$ cat src/rtl/lcd_cmd_seq_if.sv
// Host-push and LCD-controller signals of the command sequencer.
//   slave  : sequencer side (lcd_cmd_seq)
//   master : host/controller side (bench or surrounding logic)
//   in_cmd/in_valid/in_ready : host push handshake
//   lcd_cmd/lcd_cmd_valid    : issue strobe to controller
//   lcd_busy/lcd_done        : controller status
//   seq_done/cmd_count/drop_err : sequencer status
interface lcd_cmd_seq_if;
  logic [2:0] in_cmd;
  logic       in_valid;
  logic       in_ready;
  logic [2:0] lcd_cmd;
  logic       lcd_cmd_valid;
  logic       lcd_busy;
  logic       lcd_done;
  logic       seq_done;
  logic [7:0] cmd_count;
  logic       drop_err;

  modport slave (
    input  in_cmd, in_valid, lcd_busy, lcd_done,
    output in_ready, lcd_cmd, lcd_cmd_valid, seq_done, cmd_count, drop_err
  );
  modport master (
    output in_cmd, in_valid, lcd_busy, lcd_done,
    input  in_ready, lcd_cmd, lcd_cmd_valid, seq_done, cmd_count, drop_err
  );
endinterface

$ cat src/rtl/lcd_cmd_seq.sv
// Upstream command sequencer for the LCD controller.
// Buffers host opcodes in a DEPTH-entry FIFO and issues them one at a time
// as single-cycle lcd_cmd_valid pulses while lcd_busy is low. After a
// write-back (opcode 0) is issued it waits for lcd_done, then parks in
// FINISH (seq_done set, FIFO flushed, pushes refused) until reset.
// Ports:
//   clk   : clock, rising edge
//   reset : asynchronous, active-high
//   bus   : lcd_cmd_seq_if.slave (host push, controller issue, status)
module lcd_cmd_seq #(
  parameter int DEPTH = 8,
  parameter int AW    = 3
) (
  input  logic          clk,
  input  logic          reset,
  lcd_cmd_seq_if.slave  bus
);

  typedef enum logic [1:0] {IDLE, ISSUE, WAIT_DONE, FINISH} state_t;

  state_t        state_q, state_d;
  logic [2:0]    mem [DEPTH];
  logic [AW:0]   wr_ptr, rd_ptr;
  logic          full, empty, push, pop;
  logic [2:0]    lcd_cmd_q;
  logic          lcd_cmd_valid_q;
  logic          seq_done_q;
  logic [7:0]    cmd_count_q;
  logic          drop_err_q;

  // Extra pointer MSB distinguishes full from empty. Full looks only at the
  // registered pointers, so a pop in the same cycle never frees a slot early.
  assign empty = (wr_ptr == rd_ptr);
  assign full  = (wr_ptr[AW] != rd_ptr[AW]) &&
                 (wr_ptr[AW-1:0] == rd_ptr[AW-1:0]);

  assign bus.in_ready = !full && (state_q != FINISH);
  assign push         = bus.in_valid && bus.in_ready;

  always_comb begin
    state_d = state_q;
    pop     = 1'b0;
    case (state_q)
      IDLE: begin
        if (bus.lcd_done)
          state_d = FINISH;
        else if (!empty && !bus.lcd_busy) begin
          pop     = 1'b1;
          state_d = ISSUE;
        end
      end
      // One dead cycle after every issue keeps strobes 2 cycles apart.
      ISSUE:     state_d = (lcd_cmd_q == 3'd0) ? WAIT_DONE : IDLE;
      WAIT_DONE: if (bus.lcd_done) state_d = FINISH;
      default:   state_d = FINISH;
    endcase
  end

  always_ff @(posedge clk or posedge reset) begin
    if (reset) state_q <= IDLE;
    else       state_q <= state_d;
  end

  always_ff @(posedge clk) begin
    if (push) mem[wr_ptr[AW-1:0]] <= bus.in_cmd;
  end

  always_ff @(posedge clk or posedge reset) begin
    if (reset) begin
      wr_ptr <= '0;
      rd_ptr <= '0;
    end else if (state_q == FINISH) begin
      wr_ptr <= '0;
      rd_ptr <= '0;
    end else begin
      if (push) wr_ptr <= wr_ptr + 1'b1;
      if (pop)  rd_ptr <= rd_ptr + 1'b1;
    end
  end

  always_ff @(posedge clk or posedge reset) begin
    if (reset) begin
      lcd_cmd_q       <= 3'd0;
      lcd_cmd_valid_q <= 1'b0;
      seq_done_q      <= 1'b0;
      cmd_count_q     <= 8'd0;
      drop_err_q      <= 1'b0;
    end else begin
      lcd_cmd_valid_q <= pop;
      if (pop) lcd_cmd_q <= mem[rd_ptr[AW-1:0]];
      if (pop && cmd_count_q != 8'hFF) cmd_count_q <= cmd_count_q + 8'd1;
      if (state_q == FINISH) seq_done_q <= 1'b1;
      if (bus.in_valid && !bus.in_ready) drop_err_q <= 1'b1;
    end
  end

  assign bus.lcd_cmd       = lcd_cmd_q;
  assign bus.lcd_cmd_valid = lcd_cmd_valid_q;
  assign bus.seq_done      = seq_done_q;
  assign bus.cmd_count     = cmd_count_q;
  assign bus.drop_err      = drop_err_q;

endmodule

$ cat src/flat_wrapper.sv
// flat-port wrapper written by rule: the top's interface ports become plain ports
module lcd_cmd_seq_flat 
#(
  parameter int DEPTH = 8,
  parameter int AW    = 3
)
  (clk, reset, bus_in_cmd, bus_in_valid, bus_lcd_busy, bus_lcd_done, bus_in_ready, bus_lcd_cmd, bus_lcd_cmd_valid, bus_seq_done, bus_cmd_count, bus_drop_err);
  lcd_cmd_seq_if bus_i ();
  input  logic clk;
  input  logic reset;
  input wire logic [$bits(bus_i.in_cmd)-1:0] bus_in_cmd;
  input wire logic [$bits(bus_i.in_valid)-1:0] bus_in_valid;
  input wire logic [$bits(bus_i.lcd_busy)-1:0] bus_lcd_busy;
  input wire logic [$bits(bus_i.lcd_done)-1:0] bus_lcd_done;
  output wire logic [$bits(bus_i.in_ready)-1:0] bus_in_ready;
  output wire logic [$bits(bus_i.lcd_cmd)-1:0] bus_lcd_cmd;
  output wire logic [$bits(bus_i.lcd_cmd_valid)-1:0] bus_lcd_cmd_valid;
  output wire logic [$bits(bus_i.seq_done)-1:0] bus_seq_done;
  output wire logic [$bits(bus_i.cmd_count)-1:0] bus_cmd_count;
  output wire logic [$bits(bus_i.drop_err)-1:0] bus_drop_err;
  assign bus_i.in_cmd = bus_in_cmd;
  assign bus_i.in_valid = bus_in_valid;
  assign bus_i.lcd_busy = bus_lcd_busy;
  assign bus_i.lcd_done = bus_lcd_done;
  assign bus_in_ready = bus_i.in_ready;
  assign bus_lcd_cmd = bus_i.lcd_cmd;
  assign bus_lcd_cmd_valid = bus_i.lcd_cmd_valid;
  assign bus_seq_done = bus_i.seq_done;
  assign bus_cmd_count = bus_i.cmd_count;
  assign bus_drop_err = bus_i.drop_err;
  lcd_cmd_seq #(.DEPTH(DEPTH), .AW(AW)) u_core (.clk(clk), .reset(reset), .bus(bus_i));
endmodule
$ cat config.mk
export PLATFORM = sky130hd
export DESIGN_NAME = lcd_cmd_seq_flat
export DESIGN_NICKNAME = d
export VERILOG_FILES = /design/src/rtl/lcd_cmd_seq_if.sv /design/src/rtl/lcd_cmd_seq.sv /design/src/flat_wrapper.sv
export SDC_FILE = /design/constraint.sdc
export NUM_CORES = 1
export LEC_CHECK = 0
export ABC_CLOCK_PERIOD_IN_PS = 2730
export CORE_MARGIN = 2
export CORE_UTILIZATION = 45
export CTS_CLUSTER_DIAMETER = 40
export DETAILED_ROUTE_END_ITERATION = 6
export PLACE_DENSITY = 0.63
export SYNTH_ARGS = -nofsm -noshare
export SYNTH_HDL_FRONTEND = slang
export SYNTH_SLANG_ARGS = --single-unit
$ cat constraint.sdc
create_clock -name clk -period 2.73 [get_ports clk]
set_input_delay 0.4095 -clock clk [delete_from_list [all_inputs] [get_ports clk]]
set_output_delay 0.4095 -clock clk [all_outputs]
set_load 0.02 [all_outputs]
==> flow_summary.toml, run 1 <==
[clock_tree]
clockBufferDepth = 2
cts_resized = 0
cts_tree = "yes"
htreeDepth = 2
cts.reportedPaths.clkPinSlew_ns = 0.09
clock-sinks = 48
hold_buffers = 0
cts_root_buf = "clkbuf_8"
cts_made_buffers = 5
clk_latency_ns = 0.30
cts_setup_buffers = 0

[worst_setup_path]
worstRegToRegCells = 4
critical_path_class = "reg2out"
critPathSlowestCell = "clkdlybuf4s50_1"
worstPathMaxFanout = 11
worstPathBufferInverterCount = 1
crit_required_ns = 2.32
regToRegSetupSlack_ns = 0.71
end_kind = "output port"
crit_family = "buffers and inverters"
max_stage_delay_ns = 0.66
reg2reg_from = "u_core.wr_ptr[1]"
r2r-end = "u_core.mem[0][0]"
path_cells = "xnor2_1 > a41oi_1 > clkdlybuf4s50_1"
start_kind = "flip-flop"
worst_ep_arrival_time_ns = 1.99

[yosys]
ys_warn_count = 0
synth.top_cells.by_count = "dfrtp_1, edfxtp_1, nand2_1, nor2_1"
synthTopCellsByArea = "edfxtp_1, dfrtp_1, mux4_2"
synth_edf_count = 24
seq_area_frac_synth_pct = 58.25
synth_area_mm2 = 0.002268
synth_fp_nets = 177
synth_flop_cell = "edfxtp_1"
synth_seq_cells = 48
syn_avg_cell_area_um2 = 13.67
synth_top_area_share_pct = 31.77
syn_inst = 166
ys_async_sr_fraction_pct = 50.00
synth_largest_area_cell = "edfxtp_1"
synth.distinct_cells = 43

[flow_run]
maxCapViolations = 0

[route]
ant_nets = 0
wirelength_um = 4177
drt-initial-drc-count = 85
wl_per_cell_um = 16.19
drc = 0
vias = 1374
dr.pass1.iters = 4
avgViaCountPerCell = 5.326

[grt]
grt_pass1_vias = 1388
grtUsageTotal_pct = 17.31
antenna_found_initial = 0
grt_pass1_wl_um = 7031
grt_overflow = 0
grt_max_degree = 25

[sta]
finalHoldViolCount = 0
maxSlewHeadroom_pct = 39.05
min_period_ns = 2.397
finalSetupTns_ns = 0
whs_ns = 0.4705
rsz0062_at_grt = "no"
slew_violations = 0
skew_ns = 0.008082
fmax_ghz = 0.4171
setup_viol = 0
period_share_pct = 87.81
tightest_slew_ns = 0.9132

[placed_design]
portBuffers = 22
dp_hpwl_um = 3063
gp_congestion = 0.8268

[floorplanning]
initial_core_util_pct = 47.40
die_h_um = 75
dieWidth_um = 75
core-area_mm2 = 0.004786
pin_count = 23
fp.dieArea_mm2 = 0.005625
rows = 25

[final_layout]
layout-drive-gt1-share_pct = 15.71
nNetsFinal = 201
syn2layout_area_growth_pct = 16.71
diodes = 0

[hold_path]
min-delay-path-class = "reg2reg"
holdPathEnd = "u_core.bus.seq_done"
hp-start = "u_core.bus.seq_done"
hold_path_depth = 1

[power]
peakVddDrop_v = 0.0003005
p_leak_nw = 1.013
power_density_mw_per_mm2 = 508.0

[run_status]
status = "completed"
[layout make-up]
type                    instances  area (um2)
repair buffers                 25       242.7
multi-input cells             103       855.8
inverters                       7       28.78
well taps                      67       83.83
flip-flops and latches         48        1321
clock inverters                 3       46.29
clock buffers                   5       68.82
fillers                       396        2138
[state kept, by name, indices dropped and copies added, names as in the netlist]
| register | flops |
|---|---|
| u_core.state_q | 2 |
| u_core.bus.seq_done | 1 |
| u_core.wr_ptr | 4 |
| u_core.bus.lcd_cmd_valid | 1 |
| u_core.rd_ptr | 4 |
| u_core.bus.drop_err | 1 |
| u_core.mem | 24 |
| u_core.bus.cmd_count | 8 |
| u_core.bus.lcd_cmd | 3 |
[worst max-delay path by stage]
stage                     startpoint          endpoint  slack, ns  cells past startpoint
floorplan           u_core.rd_ptr[1]  u_core.mem[0][0]       0.95                      5
global placement        bus_in_valid  u_core.mem[0][1]       0.42                      5
detailed placement      bus_in_valid  u_core.mem[0][0]       0.36                      5
CTS                 u_core.wr_ptr[0]      bus_in_ready       0.29                      3
global route        u_core.wr_ptr[0]      bus_in_ready       0.18                      3
finish              u_core.wr_ptr[0]      bus_in_ready       0.33                      3
[cells in the final DEF (no fill, tap or decap), types with 2 or more instances in the layout]
master           synthesis  final
nand4_1                  2      2
mux2i_1                  8      8
clkdlybuf4s50_1          0     22
dfrtp_1                 24     24
o21bai_1                 2      2
nor2_1                  11     11
a31oi_1                  5      5
buf_4                    2      3
o31ai_1                  2      2
edfxtp_1                24     24
nand2b_1                 4      4
nor3_1                   5      5
clkbuf_8                 0      5
nand2_1                 11     11
xor2_2                   3      3
mux4_2                   6      6
nand3_1                  4      4
ha_1                     3      3
a21oi_1                  2      2
inv_1                    6      6
xnor2_1                  5      5
xor2_1                   3      3
a41oi_2                  2      2
o21ai_0                  8      8
[cell families (layout without fill, tap and decap cells)]
| family | Yosys count | count (layout) | synth area share, % |
|---|---|---|---|
| AO/OA/AOI/OAI | 31 | 31 | 10.87 |
| XOR/XNOR | 11 | 11 | 5.240 |
| adder cells (fa/ha/maj) | 3 | 3 | 1.655 |
| buffers and inverters | 15 | 40 | 4.026 |
| flip-flops | 48 | 48 | 58.25 |
| multiplexers | 15 | 15 | 10.15 |
| AND/OR/NAND/NOR | 43 | 43 | 9.818 |
[per-layer routing]
layer	part of all wire (%)	vias to the layer above	global-route usage [%]
met5	0	-	0
met4	1.5	0	5.952
met3	3.7	7	4.552
met2	48	27	25.83
met1	47	676	24.76
li1	-	664	-
[stage by stage]
stage	utilization, %	setup WS [ns]	instances	cell area, um2	total power, mW
after floorplan	-	0.9515	166	2268	0.8166
after global placement	52.92	0.4208	250	2532	0.8420
after detailed placement	52.92	0.3612	250	2532	0.8429
after CTS	55.32	0.2866	258	2648	1.363
after global routing	55.32	0.1768	258	2648	1.394
final	55.32	0.3327	258	2648	1.345
[where the power goes]
| part | leakage, nW | switching [mW] | internal [mW] |
|---|---|---|---|
| Clock | 0.0548 | 0.243 | 0.276 |
| Combinational | 0.433 | 0.0336 | 0.0208 |
| Sequential | 0.526 | 0.00695 | 0.764 |
Power figures use the tool's default switching activity.
==> run 2, diff against run 1 <==
--- a/config.mk
+++ b/config.mk
@@ -7,10 +7,10 @@
 export LEC_CHECK = 0
 export ABC_CLOCK_PERIOD_IN_PS = 2730
 export CORE_MARGIN = 2
-export CORE_UTILIZATION = 45
+export CORE_UTILIZATION = 60
 export CTS_CLUSTER_DIAMETER = 40
 export DETAILED_ROUTE_END_ITERATION = 6
-export PLACE_DENSITY = 0.63
+export PLACE_DENSITY = 0.81
 export SYNTH_ARGS = -nofsm -noshare
 export SYNTH_HDL_FRONTEND = slang
 export SYNTH_SLANG_ARGS = --single-unit
==> flow_summary.toml, run 2 (synthesis results as in run 1) <==
[run_status]
status = "completed"

[sta]
min_period_ns = 2.443
setup_viol = 0
finalHoldViolCount = 0
rsz0062_at_grt = "no"
fmax_ghz = 0.4093
maxSlewHeadroom_pct = 37.78
slew_violations = 0
period_share_pct = 89.49
tightest_slew_ns = 0.9323
skew_ns = 0.006009
finalSetupTns_ns = 0

[clock_tree]
cts.reportedPaths.clkPinSlew_ns = 0.09
clock-sinks = 48
clk_latency_ns = 0.30
htreeDepth = 2
cts_root_buf = "clkbuf_8"
cts_made_buffers = 5
clockBufferDepth = 2
cts_setup_buffers = 0
cts_resized = 0
cts_tree = "yes"
hold_buffers = 0

[hold_path]
min-delay-path-class = "reg2reg"
hp-start = "u_core.bus.seq_done"
hold_path_depth = 1
holdPathEnd = "u_core.bus.seq_done"

[floorplanning]
rows = 22
fp.dieArea_mm2 = 0.004288
initial_core_util_pct = 61.96
die_h_um = 65.49
core-area_mm2 = 0.003661
pin_count = 23
dieWidth_um = 65.49

[power]
p_leak_nw = 1.009
peakVddDrop_v = 0.0003705
power_density_mw_per_mm2 = 505.4
total_power_mw = 1.324

[grt]
grt_max_degree = 25
antenna_found_initial = 0
grt_overflow = 0
grtUsageTotal_pct = 22.92
grt_pass1_vias = 1443
grt_pass1_wl_um = 7065

[final_layout]
largest_register_ffs = 24
syn2layout_area_growth_pct = 15.50
nNetsFinal = 201
layout-drive-gt1-share_pct = 15.71
diodes = 0
fill_cells = 268
mostFrequentLayoutCells = "dfrtp_1, edfxtp_1, clkdlybuf4s50_1, nand2_1, nor2_1"

[route]
avgViaCountPerCell = 5.841
dr.pass1.iters = 4
wirelength_um = 4329
drc = 0
ant_nets = 0
wl_per_cell_um = 18.11
drt-initial-drc-count = 109
vias = 1396

[worst_setup_path]
critical_path_class = "reg2out"
worstPathMaxFanout = 8
end_kind = "output port"
worst_ep_arrival_time_ns = 2.03
r2r-end = "u_core.mem[0][2]"
reg2reg_from = "u_core.rd_ptr[2]"
start_kind = "flip-flop"
regToRegSetupSlack_ns = 0.65
crit_required_ns = 2.32
worstRegToRegCells = 4

[placed_design]
dp_hpwl_um = 3182
portBuffers = 22
gp_congestion = 0.8483

[flow_run]
maxCapViolations = 0
-- run 2: cell types whose count changed in the layout (fill, tap and decap cells not counted), sizes merged --
cell,delta
clkinvlp,+1
inv,-1
-- run 2: critical path: stages (launching register included) --
cell             delay, ns
dfrtp_1               0.62
xnor2_1               0.19
a41oi_1               0.28
clkdlybuf4s50_1       0.65
-- run 2: through the flow --
stage | area [um2] | worst slack (ns) | util [%] | cells | hold WS, ns
after floorplan | 2268 | 0.9515 | - | 166 | 0.4241
after global routing | 2620 | 0.2322 | 71.57 | 239 | 0.5008
after global placement | 2509 | 0.4365 | 68.52 | 231 | 0.4492
final | 2620 | 0.2870 | 71.57 | 239 | 0.4708
after CTS | 2620 | 0.2769 | 71.57 | 239 | 0.4798
after detailed placement | 2509 | 0.3556 | 68.52 | 231 | 0.4581
-- run 2: area by class of cell --
type / count / area [um2] / share of cell area [%]
repair buffers: 25 / 242.7 / 9.265
multi-input cells: 103 / 855.8 / 32.66
clock inverters: 3 / 42.54 / 1.624
clock buffers: 5 / 68.82 / 2.627
inverters: 7 / 28.78 / 1.098
well taps: 48 / 60.06 / 2.292
flip-flops and latches: 48 / 1321 / 50.43
-- run 2: worst max path at each step --
stage | startpoint | to
after floorplan | u_core.rd_ptr[1] | u_core.mem[0][0]
after global placement | bus_in_valid | u_core.mem[0][0]
after detailed placement | bus_in_valid | u_core.mem[0][2]
after CTS | u_core.rd_ptr[2] | bus_in_ready
after global routing | u_core.rd_ptr[2] | bus_in_ready
final | u_core.rd_ptr[2] | bus_in_ready
-- run 2: metal layers --
| layer | vias up | part of all wire, % | wire (um) | track usage (%) |
|---|---|---|---|---|
| met2 | 26 | 56 | 2422 | 41.96 |
| met4 | 0 | 1.2 | 54 | 7.813 |
| met1 | 706 | 40 | 1710 | 26.25 |
| met3 | 6 | 3.3 | 142 | 5.308 |
| li1 | 658 | - | - | - |
| met5 | - | 0 | 0 | 0 |
-- run 2: where the power goes --
group | leakage (nW) | internal (mW) | switching [mW]
registers | 0.526 | 0.764 | 0.00729
clock network | 0.0503 | 0.270 | 0.228
logic | 0.433 | 0.0208 | 0.0339
==> run 3, diff against run 2 <==
--- a/config.mk
+++ b/config.mk
@@ -6,6 +6,7 @@
 export NUM_CORES = 1
 export LEC_CHECK = 0
 export ABC_CLOCK_PERIOD_IN_PS = 2730
+export CAP_MARGIN = 25
 export CORE_MARGIN = 2
 export CORE_UTILIZATION = 60
 export CTS_CLUSTER_DIAMETER = 40
==> results of run 3 <==
Final layout, timing and power as in run 2 (identical DEF).
